File: config.mk
export PLATFORM = sky130hd
export DESIGN_NAME = pipe_ctrl_unit
export DESIGN_NICKNAME = d
export VERILOG_FILES = /design/src/rtl/ctrl_pkg.sv /design/src/rtl/ctrl_decode.sv /design/src/rtl/pipe_ctrl_unit.sv
export SDC_FILE = /design/constraint.sdc
export NUM_CORES = 1
export LEC_CHECK = 0
export CAP_MARGIN = 25
export CORE_MARGIN = 1.5
export CORE_UTILIZATION = 50
export CTS_BUF_LIST = sky130_fd_sc_hd__clkbuf_4 sky130_fd_sc_hd__clkbuf_8
export CTS_CLUSTER_SIZE = 28
export DETAILED_ROUTE_END_ITERATION = 16
export PLACE_DENSITY = 0.79
export SETUP_SLACK_MARGIN = 0.1
export SYNTH_ARGS = -nofsm -noshare
export SYNTH_HDL_FRONTEND = slang
export SYNTH_SLANG_ARGS = --single-unit
File: constraint.sdc
create_clock -name clock -period 5.37 [get_ports clock]
set_input_delay 1.611 -clock clock [delete_from_list [all_inputs] [get_ports clock]]
set_output_delay 1.611 -clock clock [all_outputs]
set_load 0.03 [all_outputs]
File: src/rtl/ctrl_pkg.sv
// Shared definitions for the pipeline control unit: opcodes, ALU/mux encodings,
// the per-instruction control flags that travel down the pipe, and FSM states.
package ctrl_pkg;

  localparam int OPC_W_D   = 4;
  localparam int REG_W_D   = 2;
  localparam int ALUOP_W_D = 3;
  localparam int SRC2_W_D  = 3;

  localparam logic [3:0] OP_LOAD  = 4'b0000;
  localparam logic [3:0] OP_STOP  = 4'b0001;
  localparam logic [3:0] OP_STORE = 4'b0010;
  localparam logic [3:0] OP_SHIFT = 4'b0011;  // bit 3 is a don't-care
  localparam logic [3:0] OP_ADD   = 4'b0100;
  localparam logic [3:0] OP_BZ    = 4'b0101;
  localparam logic [3:0] OP_SUB   = 4'b0110;
  localparam logic [3:0] OP_ORI   = 4'b0111;  // bit 3 is a don't-care
  localparam logic [3:0] OP_NAND  = 4'b1000;
  localparam logic [3:0] OP_BNZ   = 4'b1001;
  localparam logic [3:0] OP_NOP   = 4'b1010;
  localparam logic [3:0] OP_BPZ   = 4'b1101;

  localparam logic [2:0] ALU_ADD   = 3'b000;
  localparam logic [2:0] ALU_SUB   = 3'b001;
  localparam logic [2:0] ALU_ORI   = 3'b010;
  localparam logic [2:0] ALU_NAND  = 3'b011;
  localparam logic [2:0] ALU_SHIFT = 3'b100;

  localparam logic [2:0] SRC2_REG   = 3'b000;
  localparam logic [2:0] SRC2_BR    = 3'b010;
  localparam logic [2:0] SRC2_IMM   = 3'b011;
  localparam logic [2:0] SRC2_SHAMT = 3'b100;

  typedef enum logic [1:0] {
    BR_NONE = 2'd0,
    BR_Z    = 2'd1,
    BR_NZ   = 2'd2,
    BR_PZ   = 2'd3
  } br_kind_t;

  typedef struct packed {
    logic     alu1;
    logic     alu3;
    logic     mem_read;
    logic     mem_write;
    logic     wb_write;
    logic     flag_write;
    br_kind_t br;
    logic     stop;
  } ctrl_flags_t;

  localparam ctrl_flags_t FLAGS_NONE = '0;

  typedef enum logic [1:0] {
    ST_RUN   = 2'd0,
    ST_STALL = 2'd1,
    ST_HALT  = 2'd2
  } fsm_state_t;

  function automatic logic br_taken(input br_kind_t br, input logic n, input logic z);
    case (br)
      BR_Z:    return z;
      BR_NZ:   return !z;
      BR_PZ:   return !n;
      default: return 1'b0;
    endcase
  endfunction

endpackage

File: src/rtl/ctrl_decode.sv
// Combinational opcode decoder: turns the decode-stage opcode into the control
// word that is then carried through EX, MEM and WB.
module ctrl_decode
  import ctrl_pkg::*;
#(
  parameter int OPC_W   = OPC_W_D,
  parameter int ALUOP_W = ALUOP_W_D,
  parameter int SRC2_W  = SRC2_W_D
) (
  input  logic [OPC_W-1:0]   opc,
  output ctrl_flags_t        flags,
  output logic [ALUOP_W-1:0] aluop,
  output logic [SRC2_W-1:0]  alu2
);

  logic [3:0] op;
  assign op = opc[3:0];

  always_comb begin
    flags      = FLAGS_NONE;
    flags.alu1 = 1'b1;
    aluop      = ALUOP_W'(ALU_ADD);
    alu2       = SRC2_W'(SRC2_REG);
    // ORI and SHIFT ignore the top opcode bit, so they are matched first.
    if (op[2:0] == OP_ORI[2:0]) begin
      aluop            = ALUOP_W'(ALU_ORI);
      alu2             = SRC2_W'(SRC2_IMM);
      flags.wb_write   = 1'b1;
      flags.flag_write = 1'b1;
    end else if (op[2:0] == OP_SHIFT[2:0]) begin
      aluop            = ALUOP_W'(ALU_SHIFT);
      alu2             = SRC2_W'(SRC2_SHAMT);
      flags.wb_write   = 1'b1;
      flags.flag_write = 1'b1;
    end else begin
      case (op)
        OP_LOAD: begin
          flags.alu3     = 1'b1;
          flags.mem_read = 1'b1;
          flags.wb_write = 1'b1;
        end
        OP_STORE: flags.mem_write = 1'b1;
        OP_ADD: begin
          flags.wb_write   = 1'b1;
          flags.flag_write = 1'b1;
        end
        OP_SUB: begin
          aluop            = ALUOP_W'(ALU_SUB);
          flags.wb_write   = 1'b1;
          flags.flag_write = 1'b1;
        end
        OP_NAND: begin
          aluop            = ALUOP_W'(ALU_NAND);
          flags.wb_write   = 1'b1;
          flags.flag_write = 1'b1;
        end
        OP_BZ: begin
          flags.alu1 = 1'b0;
          flags.br   = BR_Z;
          alu2       = SRC2_W'(SRC2_BR);
        end
        OP_BNZ: begin
          flags.alu1 = 1'b0;
          flags.br   = BR_NZ;
          alu2       = SRC2_W'(SRC2_BR);
        end
        OP_BPZ: begin
          flags.alu1 = 1'b0;
          flags.br   = BR_PZ;
          alu2       = SRC2_W'(SRC2_BR);
        end
        OP_STOP: flags.stop = 1'b1;
        default: ;  // NOP and unassigned opcodes
      endcase
    end
  end

endmodule

File: src/rtl/pipe_ctrl_unit.sv
// Pipeline control unit: carries control words D->EX->MEM->WB, resolves branches
// in EX from internal N/Z flags, detects load-use hazards and handles STOP.
module pipe_ctrl_unit
  import ctrl_pkg::*;
#(
  parameter int OPC_W   = OPC_W_D,
  parameter int REG_W   = REG_W_D,
  parameter int ALUOP_W = ALUOP_W_D,
  parameter int SRC2_W  = SRC2_W_D
) (
  input  logic                     clock,
  input  logic                     reset_n,
  input  logic                     d_valid,
  input  logic [OPC_W+2*REG_W-1:0] d_instr,
  input  logic                     alu_n,
  input  logic                     alu_z,
  output logic                     stall,
  output logic                     flush,
  output logic                     pc_sel,
  output logic                     ex_alu1,
  output logic                     ex_alu3,
  output logic [SRC2_W-1:0]        ex_alu2,
  output logic [ALUOP_W-1:0]       ex_aluop,
  output logic                     mem_read,
  output logic                     mem_write,
  output logic                     wb_write,
  output logic [REG_W-1:0]         wb_reg,
  output logic                     halted
);

  // Decode handshake: the instruction on d_instr is consumed at a rising edge
  // when d_valid=1, stall=0 and flush=0; while stall=1 the fetch side holds
  // d_valid/d_instr unchanged, and flush=1 discards it.
  logic [OPC_W-1:0]   d_opc;
  logic [REG_W-1:0]   d_r1;
  logic [REG_W-1:0]   d_r2;
  ctrl_flags_t        d_flags;
  logic [ALUOP_W-1:0] d_aluop;
  logic [SRC2_W-1:0]  d_alu2;

  assign d_opc = d_instr[OPC_W-1:0];
  assign d_r2  = d_instr[OPC_W +: REG_W];
  assign d_r1  = d_instr[OPC_W+REG_W +: REG_W];

  ctrl_decode #(
    .OPC_W  (OPC_W),
    .ALUOP_W(ALUOP_W),
    .SRC2_W (SRC2_W)
  ) u_decode (
    .opc  (d_opc),
    .flags(d_flags),
    .aluop(d_aluop),
    .alu2 (d_alu2)
  );

  logic               ex_valid;
  ctrl_flags_t        ex_flags;
  logic [ALUOP_W-1:0] ex_aluop_q;
  logic [SRC2_W-1:0]  ex_alu2_q;
  logic [REG_W-1:0]   ex_r1;

  logic               mem_valid;
  logic               mem_rd_q;
  logic               mem_wr_q;
  logic               mem_wb_q;
  logic [REG_W-1:0]   mem_r1;

  logic               wb_valid;
  logic               wb_wb_q;
  logic [REG_W-1:0]   wb_r1;

  logic               flag_n;
  logic               flag_z;
  fsm_state_t         state;
  logic               halted_q;

  logic load_use;
  logic ex_stop;
  logic taken;
  logic d_accept;

  assign load_use = d_valid && ex_valid && ex_flags.mem_read &&
                    ((d_r1 == ex_r1) || (d_r2 == ex_r1));
  assign ex_stop  = ex_valid && ex_flags.stop;
  assign taken    = ex_valid && br_taken(ex_flags.br, flag_n, flag_z);

  // STOP in EX also holds decode so nothing younger than STOP executes.
  assign stall    = (state == ST_HALT) || (!taken && (load_use || ex_stop));
  assign flush    = taken;
  assign pc_sel   = !taken;
  assign d_accept = d_valid && !stall && !taken;

  assign ex_alu1   = ex_valid && ex_flags.alu1;
  assign ex_alu3   = ex_valid && ex_flags.alu3;
  assign ex_alu2   = ex_valid ? ex_alu2_q : '0;
  assign ex_aluop  = ex_valid ? ex_aluop_q : '0;
  assign mem_read  = mem_valid && mem_rd_q;
  assign mem_write = mem_valid && mem_wr_q;
  assign wb_write  = wb_valid && wb_wb_q;
  assign wb_reg    = wb_valid ? wb_r1 : '0;
  assign halted    = halted_q;

  always_ff @(posedge clock or negedge reset_n) begin
    if (!reset_n) begin
      ex_valid   <= 1'b0;
      ex_flags   <= FLAGS_NONE;
      ex_aluop_q <= '0;
      ex_alu2_q  <= '0;
      ex_r1      <= '0;
      mem_valid  <= 1'b0;
      mem_rd_q   <= 1'b0;
      mem_wr_q   <= 1'b0;
      mem_wb_q   <= 1'b0;
      mem_r1     <= '0;
      wb_valid   <= 1'b0;
      wb_wb_q    <= 1'b0;
      wb_r1      <= '0;
      flag_n     <= 1'b0;
      flag_z     <= 1'b0;
    end else begin
      ex_valid <= d_accept;
      if (d_accept) begin
        ex_flags   <= d_flags;
        ex_aluop_q <= d_aluop;
        ex_alu2_q  <= d_alu2;
        ex_r1      <= d_r1;
      end
      mem_valid <= ex_valid;
      mem_rd_q  <= ex_flags.mem_read;
      mem_wr_q  <= ex_flags.mem_write;
      mem_wb_q  <= ex_flags.wb_write;
      mem_r1    <= ex_r1;
      wb_valid  <= mem_valid;
      wb_wb_q   <= mem_wb_q;
      wb_r1     <= mem_r1;
      if (ex_valid && ex_flags.flag_write) begin
        flag_n <= alu_n;
        flag_z <= alu_z;
      end
    end
  end

  always_ff @(posedge clock or negedge reset_n) begin
    if (!reset_n) begin
      state    <= ST_RUN;
      halted_q <= 1'b0;
    end else begin
      case (state)
        ST_RUN: begin
          if (ex_stop) begin
            state    <= ST_HALT;
            halted_q <= 1'b1;
          end else if (load_use && !taken) begin
            state <= ST_STALL;
          end
        end
        ST_STALL: begin
          if (ex_stop) begin
            state    <= ST_HALT;
            halted_q <= 1'b1;
          end else begin
            state <= ST_RUN;
          end
        end
        ST_HALT: halted_q <= 1'b1;
        default: begin
          state    <= ST_RUN;
          halted_q <= 1'b0;
        end
      endcase
    end
  end

endmodule

# --- Word level (Yosys, flattened, before mapping) ---
# Index checks and enable logic that the tools add are counted.
totals:
  out_inout_bits: 17
  ff_bits: 33
  wordCells: 102
  in_bits: 13
classes:
  n_bitwise: 1
  n_mux: 29
  n_eq_ne: 19
  reduce_logical: 29
ops:
  columns: ["op", "n"]
  rows:
  - ["$mux 3", 8]
  - ["$mux 2", 8]
  - ["$logic_and 1x1->1", 15]
  - ["$eq 4x3->1 const B", 3]
  - ["$eq 4x4->1 const B", 3]
  - ["$pmux 2 s3", 2]
  - ["$mux 4", 2]
  - ["$eq 2x2->1 const B", 3]
  - ["$mux 1", 6]
  - ["$reduce_or 3->1", 2]
  - ["$eq 2x1->1 const B", 2]
  - ["$eq 2x2->1", 2]
  - ["$eq 4x1->1 const B", 1]
  - ["$eq 4x2->1 const B", 1]
  - ["$logic_not 1->1", 4]
  - ["$logic_not 4->1", 1]
  - ["$pmux 2 s2", 1]
  - ["$reduce_or 4->1", 1]
  - ["$eq 3x2->1 const B", 1]
  - ["$eq 3x3->1 const B", 1]
  - ["$logic_or 1x1->1", 3]
  - ["$ne 3x3->1 const B", 1]
  - ["$pmux 1 s3", 1]
  - ["$logic_not 2->1", 1]
  - ["other kinds (5)", 5]

# --- Longest topological paths before layout ---
# Gate-level depths: netlist of run 1.
depth:
  ltp_word: 9
  mapped_depth: 6
  ltp_nobuf: 5

# --- Hierarchy ---
# A second synthesis of run 1 with hierarchy kept.
hier_totals:
  cells_unflattened: 119
  hier_area_um2: 1556.5
modules_own_cells:
  columns: ["module", "seq_area_each_um2", "area_each_um2", "n_inst", "cells_each"]
  rows:
  - ["pipe_ctrl_unit", 825.8, 1373.8, 1, 93]
  - ["ctrl_decode", 0.0, 182.7, 1, 26]

# --- Least setup slack after synthesis of run 1 ---
# Ideal clock, no wire load.
synth_path:
  kind: "in2out"
  start: "input d_instr[5]"
  end: "output stall"
  path_slack_ns: 0.908
  arrival_time_ns: 2.851
  path_buffers: 0
  required_time_ns: 3.759
  stages: 4
  cell_sequence: "xor2_1 -> o22ai_2 -> a32oi_1 -> o21ai_0"
synth_between:
  elab_chain_len: 6
synth_lines:
  columns: ["element", "line_no", "text"]
  rows:
  - ["start, declared", "pipe_ctrl_unit.sv:14", "input logic [OPC_W+2*REG_W-1:0] d_instr,"]
  - ["$eq 2x2->1", "pipe_ctrl_unit.sv:83", "((d_r1 == ex_r1) || (d_r2 == ex_r1));"]
  - ["$logic_or 1x1->1", "pipe_ctrl_unit.sv:83", null]
  - ["$logic_and 1x1->1", "pipe_ctrl_unit.sv:82", "assign load_use = d_valid && ex_valid && ex_flags.mem_read &&"]
  - ["$logic_or 1x1->1", "pipe_ctrl_unit.sv:88", "assign stall = (state == ST_HALT) || (!taken && (load_use || ex_stop));"]
  - ["$logic_and 1x1->1", "pipe_ctrl_unit.sv:88", null]
  - ["$logic_or 1x1->1", "pipe_ctrl_unit.sv:88", null]
  - ["end, declared", "pipe_ctrl_unit.sv:17", "output logic stall,"]
# Every way passes these cells.

# --- Worst setup path after layout of run 1 ---
layout_path:
  start: "input d_instr[7]"
  end: "output stall"
# The elaborated chain is that of the path after synthesis.

==> results of run 1 <==
-- kinds of logic after synthesis --
family | after synthesis | synth area share, %
AOI/OAI and AO/OA | 17 | 8.77
xor gates and xnor gates | 4 | 2.48
muxes | 17 | 14.8
DFF | 31 | 54.9
and+or+nand+nor | 36 | 14.2
buffers and inverters | 13 | 4.87
-- worst paths after layout --
path,startpoint,to,slack (ps),cells after the start
setup / recovery,d_instr[7],stall,280,6
hold / removal,mem_wb_q,wb_wb_q,360,0
setup reg to reg,ex_valid,ex_r1[0],3170,4
hold reg to reg,mem_wb_q,wb_wb_q,360,0
max in group asynchronous,reset_n,mem_wb_q,3440,2
min in group asynchronous,reset_n,ex_aluop_q[2],1650,2
-- power by group through the flow --
stage | clock (mW) | sequential [mW] | combinational, mW
2_1_floorplan | 0 | 0.369 | 0.229
3_3_place_gp | 0 | 0.378 | 0.304
3_5_place_dp | 0 | 0.385 | 0.313
4_1_cts | 0.198 | 0.381 | 0.313
5_1_grt | 0.210 | 0.393 | 0.332
6_report | 0.192 | 0.379 | 0.310
-- metal layers --
metal	share of wire (%)	vias to the layer above	wire length (um)
met3	5.8	6	147
met4	2.1	0	53
met2	53	27	1340
met5	0	-	0
li1	-	458	-
met1	39	466	986
-- final cells by class --
class	instances	area [sq um]
fillers	209	921
flip-flops and latches	31	776
multi-input cells	74	568
repair buffers	30	298
clock buffers	6	51.3
well taps	31	38.8
clock inverters	2	35.0
inverters	6	22.5
-- per-stage QoR --
step	hold slack [ps]	cells
CTS	364	180
global route	373	180
global placement	336	172
floorplan	331	118
detailed placement	342	172
finish	359	180
-- flip-flops by register name, summed over array words and instances, names as in the netlist, 2 cells and up --
| signal | count |
|---|---|
| ex_flags | 8 |
| ex_aluop_q | 3 |
| ex_alu2_q | 2 |
| ex_r1 | 2 |
| mem_r1 | 2 |
| state | 2 |
| wb_r1 | 2 |
-- cell usage after synthesis, types with 2 or more instances --
master | count | share of area, %
sky130_fd_sc_hd__dfrtp_1 | 31 | 55
sky130_fd_sc_hd__and2_1 | 12 | 5.3
sky130_fd_sc_hd__nand2_1 | 9 | 2.4
sky130_fd_sc_hd__o21ai_0 | 8 | 2.8
sky130_fd_sc_hd__mux2_2 | 7 | 5.6
sky130_fd_sc_hd__mux2_4 | 6 | 6.4
sky130_fd_sc_hd__clkbuf_1 | 5 | 1.3
sky130_fd_sc_hd__inv_1 | 5 | 1.3
sky130_fd_sc_hd__mux2i_1 | 4 | 2.8
sky130_fd_sc_hd__nand3_1 | 4 | 1.4
sky130_fd_sc_hd__xor2_1 | 4 | 2.5
sky130_fd_sc_hd__a21oi_1 | 3 | 1.1
sky130_fd_sc_hd__nor2b_1 | 3 | 1.3
sky130_fd_sc_hd__nor2_1 | 2 | 0.53
sky130_fd_sc_hd__nor4_1 | 2 | 0.89
-- worst reg2reg max path, delay by kind of cell, from the launching register on --
kind	cells	cell delay [ps]
AOI/OAI and AO/OA	1	790
and+or+nand+nor	2	360
DFF	1	540
muxes	1	420
==> metrics.txt, run 1 <==
nature of the critical path startpoint=primary input; GR met2 Demand/Resource=31.8%; total wire length=2520 um; worst clock skew=10.3 ps; total inserted antenna cells=0; Clk pwr share=21.8%; EDFF count, synth=0; postcts setup bufs=0; initial antenna violation count=0; CP peak stage delay=690 ps; synthesized flop and latch total=31; busiest grt layer=met2; most frequent standard cell in the layout excluding fill and tap cells=sky130_fd_sc_hd__dfrtp_1; fmax=196 MHz; most common cell type on the critical path=sky130_fd_sc_hd__clkdlybuf4s50_1; count of instances resized after the clock tree is built=0; aggregate global-route resource usage=18.2%; summed area of non-filler cells in the final layout=1790 sq um; Combinational Power Share=35.2%; required time reported for the critical path endpoint=3760 ps; Clock Sink Count=31; residual antenna-violating net count after detailed routing=0; count of buffers from port buffering=29; Sw Pwr=0.297 mW; critical setup path kind=in2out; Die Width=56.2 um; wire length of the first global-routing pass=4190 um; DR iter-0 viols=18; total power divided by cell area=492 nW/um^2; leftover overflow at the end of global routing=0; Die Footprint=3150 sq um; post-synth net total=131; Fin Setup TNS=0 ps; Final period util=94.8%; met3 usage in global routing=8.37%; CP cell instances=clkdlybuf4s50_1 -> xor2_1 -> o22ai_2 -> a32oi_1 -> o21ai_0 -> clkdlybuf4s50_1; clock network latency to the later pin of the worst-skew pair=340 ps; final cell utilization of the core=66.0%; minimum clock period after layout=5090 ps; post-DR vias/cell=5.32; CP max FO=4; sequential share of the synthesized area=54.9%; capturing element type of the critical path=output port; number of nets in the layout=161; number of setup violations in the final report=0; GRT met1 Usage=18.1%; top_reg_cell synth=sky130_fd_sc_hd__dfrtp_1; signed area change from the synthesized netlist to the final layout=26.7%; endpoints failing hold=0; CTS H-tree depth=2; top-level I/O count=30; worst-case clock buffer depth=2; Core Box Area=2710 sq um; summed instance area of the synthesized netlist=1410 sq um; switching share of power=33.7%; worst-case setup slack after placement=269 ps; number of buffers inserted by hold repair at cts=0; CTS clk-pin slew, worst paths=90 ps; worst-margin pin slew=884 ps; count of buffering cells on the critical path with inverters included=2; headroom to the max-slew limit=40.9%; HPWL after detailed placement=1800 um; site row count=19; maximum resistive drop on vdd=371 uV; via count of the first global-routing pass=947; layout cells sized above 1=18.1%; worst path arrival time=3480 ps; iteration count of the initial detailed-routing pass=4; Power, Total=0.880 mW; Die Span Y=56.2 um; cell class contributing the biggest share of worst-path delay=buffers and inverters; CTS tree=yes; Synth async-reset ratio=100%; post-route DRC violation count=0; total vias in the final route=957; post-layout worst setup margin=278 ps; YS warnings=0; count of cell types in the netlist=28; Synth Area per Inst=12.0 sq um; Worst Hold Class=reg2reg; gp weighted congestion=0.754; relative contribution of sequential cells to total power=43.0%; unrepaired setup endpoints after global routing=no; placed cell area=1700 sq um; result of the run=complete, no violations; Leakage=0.785 nW; Crit-path slowest cell=sky130_fd_sc_hd__clkdlybuf4s50_1; fin. max-slew vios=0; effective utilization at floorplan=52.1%; most frequent cells in the layout=31 x sky130_fd_sc_hd__dfrtp_1, 29 x sky130_fd_sc_hd__clkdlybuf4s50_1, 12 x sky130_fd_sc_hd__and2_1, 9 x sky130_fd_sc_hd__nand2_1, 8 x sky130_fd_sc_hd__o21ai_0; average wire per cell in the routed design=14.0 um; root buffer cell=sky130_fd_sc_hd__clkbuf_4; cell count after synthesis=118; design internal power=0.583 mW; TritonCTS Buffers=5; pin count of the biggest net entering global routing=32; # Max-Cap Violations=0
Note: power is estimated with default switching activity, not from simulation.
==> inputs of run 2 (changes only) <==
CORE_MARGIN = 3   (was 1.5)
==> metrics.txt, run 2 (synthesis results as in run 1) <==
CTS clk-pin slew, worst paths=90 ps (about the same); unrepaired setup endpoints after global routing=no; count of buffers from port buffering=29 (unchanged); Core Box Area=2590 sq um (-4.4%); Final period util=95.0% (+0.19 points); TritonCTS Buffers=5 (unchanged); DR iter-0 viols=15 (-3); result of the run=complete, no violations; # Max-Cap Violations=0 (unchanged); via count of the first global-routing pass=981 (+3.6%); number of setup violations in the final report=0 (unchanged); worst path arrival time=3490 ps (about the same); worst clock skew=6.80 ps (-3.48 ps); aggregate global-route resource usage=16.8% (-1.4 points); gp weighted congestion=0.785 (+4.1%); most frequent standard cell in the layout excluding fill and tap cells=sky130_fd_sc_hd__dfrtp_1; Clock Sink Count=31 (unchanged); total vias in the final route=945 (-1.3%); iteration count of the initial detailed-routing pass=4 (unchanged); CP peak stage delay=690 ps (about the same); pin count of the biggest net entering global routing=32 (unchanged); CTS tree=yes; signed area change from the synthesized netlist to the final layout=26.6% (about the same); postcts setup bufs=0 (unchanged); worst-case setup slack after placement=246 ps (-22.7 ps); most common cell type on the critical path=sky130_fd_sc_hd__clkdlybuf4s50_1; worst-case clock buffer depth=2 (unchanged); capturing element type of the critical path=output port; critical setup path kind=in2out; site row count=18 (-1); count of buffering cells on the critical path with inverters included=2 (unchanged); largest register by flop count=ex_flags; number of buffers inserted by hold repair at cts=0 (unchanged); effective utilization at floorplan=54.5% (+2.4 points); post-route DRC violation count=0 (unchanged); HPWL after detailed placement=1740 um (-3.3%); Worst Hold Class=reg2reg; Combinational Power Share=35.4% (+0.2 points); number of nets in the layout=161 (unchanged); headroom to the max-slew limit=39.5% (-1.4 points); endpoints failing hold=0 (unchanged); Fin Setup TNS=0 ps (unchanged); cell class contributing the biggest share of worst-path delay=buffers and inverters; top-level I/O count=30 (unchanged); fin. max-slew vios=0 (unchanged); CP cell instances=clkdlybuf4s50_1 -> xor2_1 -> o22ai_2 -> a32oi_1 -> o21ai_0 -> clkdlybuf4s50_1; Die Width=59.2 um (+5.3%); CP max FO=4 (unchanged); total inserted antenna cells=0 (unchanged); post-layout worst setup margin=268 ps (-10.2 ps); minimum clock period after layout=5100 ps (+10.2 ps); relative contribution of sequential cells to total power=43.1% (about the same); nature of the critical path startpoint=primary input; FILL cells=194 (-7.2%); design internal power=0.584 mW (about the same); total power divided by cell area=489 nW/um^2 (-0.63%); max FFs per register=8 (unchanged); required time reported for the critical path endpoint=3760 ps (about the same); Die Span Y=59.2 um (+5.3%); Crit-path slowest cell=sky130_fd_sc_hd__clkdlybuf4s50_1; average wire per cell in the routed design=13.9 um (-0.88%); initial antenna violation count=0 (unchanged); residual antenna-violating net count after detailed routing=0 (unchanged); Die Footprint=3500 sq um (+11%); post-DR vias/cell=5.28 (-0.70%); most frequent cells in the layout=31 x sky130_fd_sc_hd__dfrtp_1, 29 x sky130_fd_sc_hd__clkdlybuf4s50_1, 12 x sky130_fd_sc_hd__and2_1, 9 x sky130_fd_sc_hd__nand2_1, 8 x sky130_fd_sc_hd__o21ai_0; fmax=196 MHz (-0.20%); Sw Pwr=0.291 mW (-2.1%); wire length of the first global-routing pass=4280 um (+2.1%); Clk pwr share=21.5% (-0.3 points); Leakage=0.785 nW (unchanged); CTS H-tree depth=2 (unchanged); root buffer cell=sky130_fd_sc_hd__clkbuf_4; leftover overflow at the end of global routing=0 (unchanged); maximum resistive drop on vdd=397 uV (+7.1%); layout cells sized above 1=18.1% (unchanged); worst-margin pin slew=904 ps (+20.4 ps); total wire length=2490 um (-1.4%); count of instances resized after the clock tree is built=0 (unchanged); clock network latency to the later pin of the worst-skew pair=320 ps (-20 ps); final cell utilization of the core=69.0% (+3.0 points); switching share of power=33.2% (-0.49 points); registers with the most flip-flops=ex_flags (8), ex_aluop_q (3)
==> run 2: layout make-up <==
| class | instances | area [sq um] | share of cell area [%] |
|---|---|---|---|
| well taps | 30 | 37.5 | 2.10 |
| repair buffers | 30 | 298 | 16.7 |
| clock buffers | 6 | 51.3 | 2.87 |
| inverters | 6 | 22.5 | 1.26 |
| multi-input cells | 74 | 568 | 31.8 |
| clock inverters | 2 | 35.0 | 1.96 |
| flip-flops and latches | 31 | 776 | 43.4 |
==> run 2: worst paths after layout <==
kind | endpoint | slack [ps] | depth (start not counted) | from
setup / recovery | stall | 270 | 6 | d_instr[5]
hold reg to reg | wb_wb_q | 360 | 0 | mem_wb_q
min in group asynchronous | ex_alu2_q[1] | 1670 | 2 | reset_n
max in group asynchronous | ex_flags[5] | 3430 | 2 | reset_n
hold / removal | wb_wb_q | 360 | 0 | mem_wb_q
setup reg to reg | ex_aluop_q[2] | 3140 | 4 | ex_valid
==> run 2: power groups by stage <==
stage	Combinational [mW]	Sequential [mW]	Clock, mW
after detailed placement	0.312	0.382	0
after floorplan	0.229	0.369	0
after CTS	0.314	0.378	0.194
final	0.310	0.377	0.188
after global routing	0.335	0.392	0.204
after global placement	0.306	0.377	0
==> run 2: per-stage QoR <==
step	cell area [sq um]	hold WS [ps]	cells	total power [mW]
finish	1790	357	179	0.874
global route	1790	377	179	0.931
CTS	1790	359	179	0.886
detailed placement	1700	336	171	0.694
global placement	1700	332	171	0.683
floorplan	1410	331	118	0.597
==> run 2: metal layers <==
layer | up-vias | wire length [um] | GRT usage (%)
met2 | 25 | 1300 | 28.1
met3 | 2 | 149 | 6.10
met4 | 0 | 21 | 6.80
li1 | 458 | - | -
met5 | - | 0 | 0
met1 | 460 | 1020 | 19.5
==> run 2: worst reg2reg max path: stages, from the launching register on <==
cell	delay [ps]
sky130_fd_sc_hd__dfrtp_1	540
sky130_fd_sc_hd__nand2_1	180
sky130_fd_sc_hd__nand3_1	180
sky130_fd_sc_hd__a211oi_4	800
sky130_fd_sc_hd__mux2_2	420
==> inputs of run 3 (changes only) <==
REMOVE_ABC_BUFFERS = 1   (was not set)
==> metrics.txt, run 3 (synthesis results as in run 1) <==
result of the run=complete, no violations; minimum clock period after layout=5090 ps (-9.29 ps); most common cell type on the critical path=sky130_fd_sc_hd__clkdlybuf4s50_1; postcts setup bufs=0 (unchanged); aggregate global-route resource usage=16.0% (-0.78 points); site row count=18 (unchanged); Final period util=94.8% (-0.17 points); endpoints failing hold=0 (unchanged); TritonCTS Buffers=5 (unchanged); post-DR vias/cell=5.23 (-0.95%); number of nets in the layout=161 (unchanged); average wire per cell in the routed design=13.6 um (-2.3%); number of setup violations in the final report=0 (unchanged); leftover overflow at the end of global routing=0 (unchanged); CP cell instances=clkdlybuf4s50_1 -> xor2_1 -> o22ai_2 -> a32oi_1 -> o21ai_0 -> clkdlybuf4s50_1; final cell utilization of the core=69.0% (unchanged); end of the worst register-to-register path=ex_r1[0]; unrepaired setup endpoints after global routing=no; iteration count of the initial detailed-routing pass=4 (unchanged); registers with the most flip-flops=ex_flags (8), ex_aluop_q (3); count of instances resized after the clock tree is built=0 (unchanged); signed area change from the synthesized netlist to the final layout=26.6% (unchanged); post-route DRC violation count=0 (unchanged); Core Box Area=2590 sq um (unchanged); fin. max-slew vios=0 (unchanged); most frequent cells in the layout=31 x sky130_fd_sc_hd__dfrtp_1, 29 x sky130_fd_sc_hd__clkdlybuf4s50_1, 12 x sky130_fd_sc_hd__and2_1, 9 x sky130_fd_sc_hd__nand2_1, 8 x sky130_fd_sc_hd__o21ai_0; wire length of the first global-routing pass=4240 um (-0.82%); root buffer cell=sky130_fd_sc_hd__clkbuf_4; Die Span Y=59.2 um (unchanged); CTS tree=yes; Power, Total=0.875 mW (about the same); CP peak stage delay=690 ps (about the same); gp weighted congestion=0.785 (about the same); Leakage=0.785 nW (unchanged); total power divided by cell area=489 nW/um^2 (about the same); worst-margin pin slew=913 ps (+8.09 ps); DR iter-0 viols=31 (+16); nature of the critical path startpoint=primary input; Worst Hold Class=reg2reg; launch point of the worst hold path=mem_r1[1]; Die Width=59.2 um (unchanged); Post-Layout Cell Count=179 (unchanged); via count of the first global-routing pass=934 (-4.8%); headroom to the max-slew limit=39.0% (-0.54 points); CTS H-tree depth=2 (unchanged); CP max FO=4 (unchanged); total wire length=2430 um (-2.3%); capturing element type of the critical path=output port; Fin Setup TNS=0 ps (unchanged); most frequent standard cell in the layout excluding fill and tap cells=sky130_fd_sc_hd__dfrtp_1; # Max-Cap Violations=0 (unchanged); cell class contributing the biggest share of worst-path delay=buffers and inverters; setup slack of the most critical reg-to-reg path=3120 ps (-20 ps); initial antenna violation count=0 (unchanged); worst-case clock buffer depth=2 (unchanged); largest register by flop count=ex_flags; Hold Crit Depth=0 (unchanged); Inst Count DP=171 (unchanged); Die Footprint=3500 sq um (unchanged); count of buffers from port buffering=29 (unchanged); worst hold margin=355 ps (-1.24 ps); residual antenna-violating net count after detailed routing=0 (unchanged); effective utilization at floorplan=54.5% (unchanged); total vias in the final route=936 (-0.95%); Crit-path slowest cell=sky130_fd_sc_hd__clkdlybuf4s50_1; number of buffers inserted by hold repair at cts=0 (unchanged); Clock Sink Count=31 (unchanged); layout cells sized above 1=18.1% (unchanged); reg2reg path depth=4 (unchanged); max FFs per register=8 (unchanged); fmax=196 MHz (+0.18%); count of buffering cells on the critical path with inverters included=2 (unchanged); total inserted antenna cells=0 (unchanged); hold endpoint=wb_r1[1]; HPWL after detailed placement=1690 um (-3.0%); top-level I/O count=30 (unchanged); worst clock skew=10.5 ps (+3.67 ps); beginning of the worst register-to-register path=ex_valid; pin count of the biggest net entering global routing=32 (unchanged); maximum resistive drop on vdd=363 uV (-8.5%); worst path arrival time=3480 ps (about the same); critical setup path kind=in2out; required time reported for the critical path endpoint=3760 ps (about the same); CTS clk-pin slew, worst paths=90 ps (about the same); clock network latency to the later pin of the worst-skew pair=320 ps (about the same)
run 3: cell counts in the layout (fill, tap and decap cells not counted):
No cell type changed its count.
run 3: worst max path at each step:
stage / startpoint / to / depth (start not counted)
after CTS: d_instr[5] / stall / 6
after floorplan: d_instr[5] / stall / 4
after global routing: d_instr[5] / stall / 6
after global placement: d_instr[5] / stall / 6
after detailed placement: d_instr[5] / stall / 6
final: d_instr[5] / stall / 6
run 3: through the flow:
step	instance area (sq um)	setup slack, ps
finish	1790	277
floorplan	1370	912
CTS	1790	264
detailed placement	1700	286
global placement	1700	294
global route	1790	199
run 3: report_power, final:
group	switching, mW	internal, mW	total, mW
logic	0.157	0.153	0.310
clock network	0.0776	0.110	0.188
registers	0.0564	0.320	0.377
run 3: worst reg2reg max path: stages (launching register included):
cell and delay (ps):
sky130_fd_sc_hd__dfrtp_1 550, sky130_fd_sc_hd__nand2_1 180, sky130_fd_sc_hd__nand3_1 180, sky130_fd_sc_hd__a211oi_4 810
sky130_fd_sc_hd__mux2_2 420
run 3: routing by layer:
layer / share of wire (%) / GRT usage [%] / routed length, um
met4: 0.70 / 4.85 / 17
met2: 50 / 25.1 / 1200
met1: 45 / 21.2 / 1100
met3: 4.6 / 5.23 / 112
met5: 0 / 0 / 0
run 3: layout make-up:
cell class / count / area, sq um
Tap cell: 30 / 37.5
Fill cell: 211 / 802
Multi-Input combinational cell: 74 / 568
Clock buffer: 6 / 51.3
Timing Repair Buffer: 30 / 298
Clock inverter: 2 / 35.0
Inverter: 6 / 22.5
Sequential cell: 31 / 776
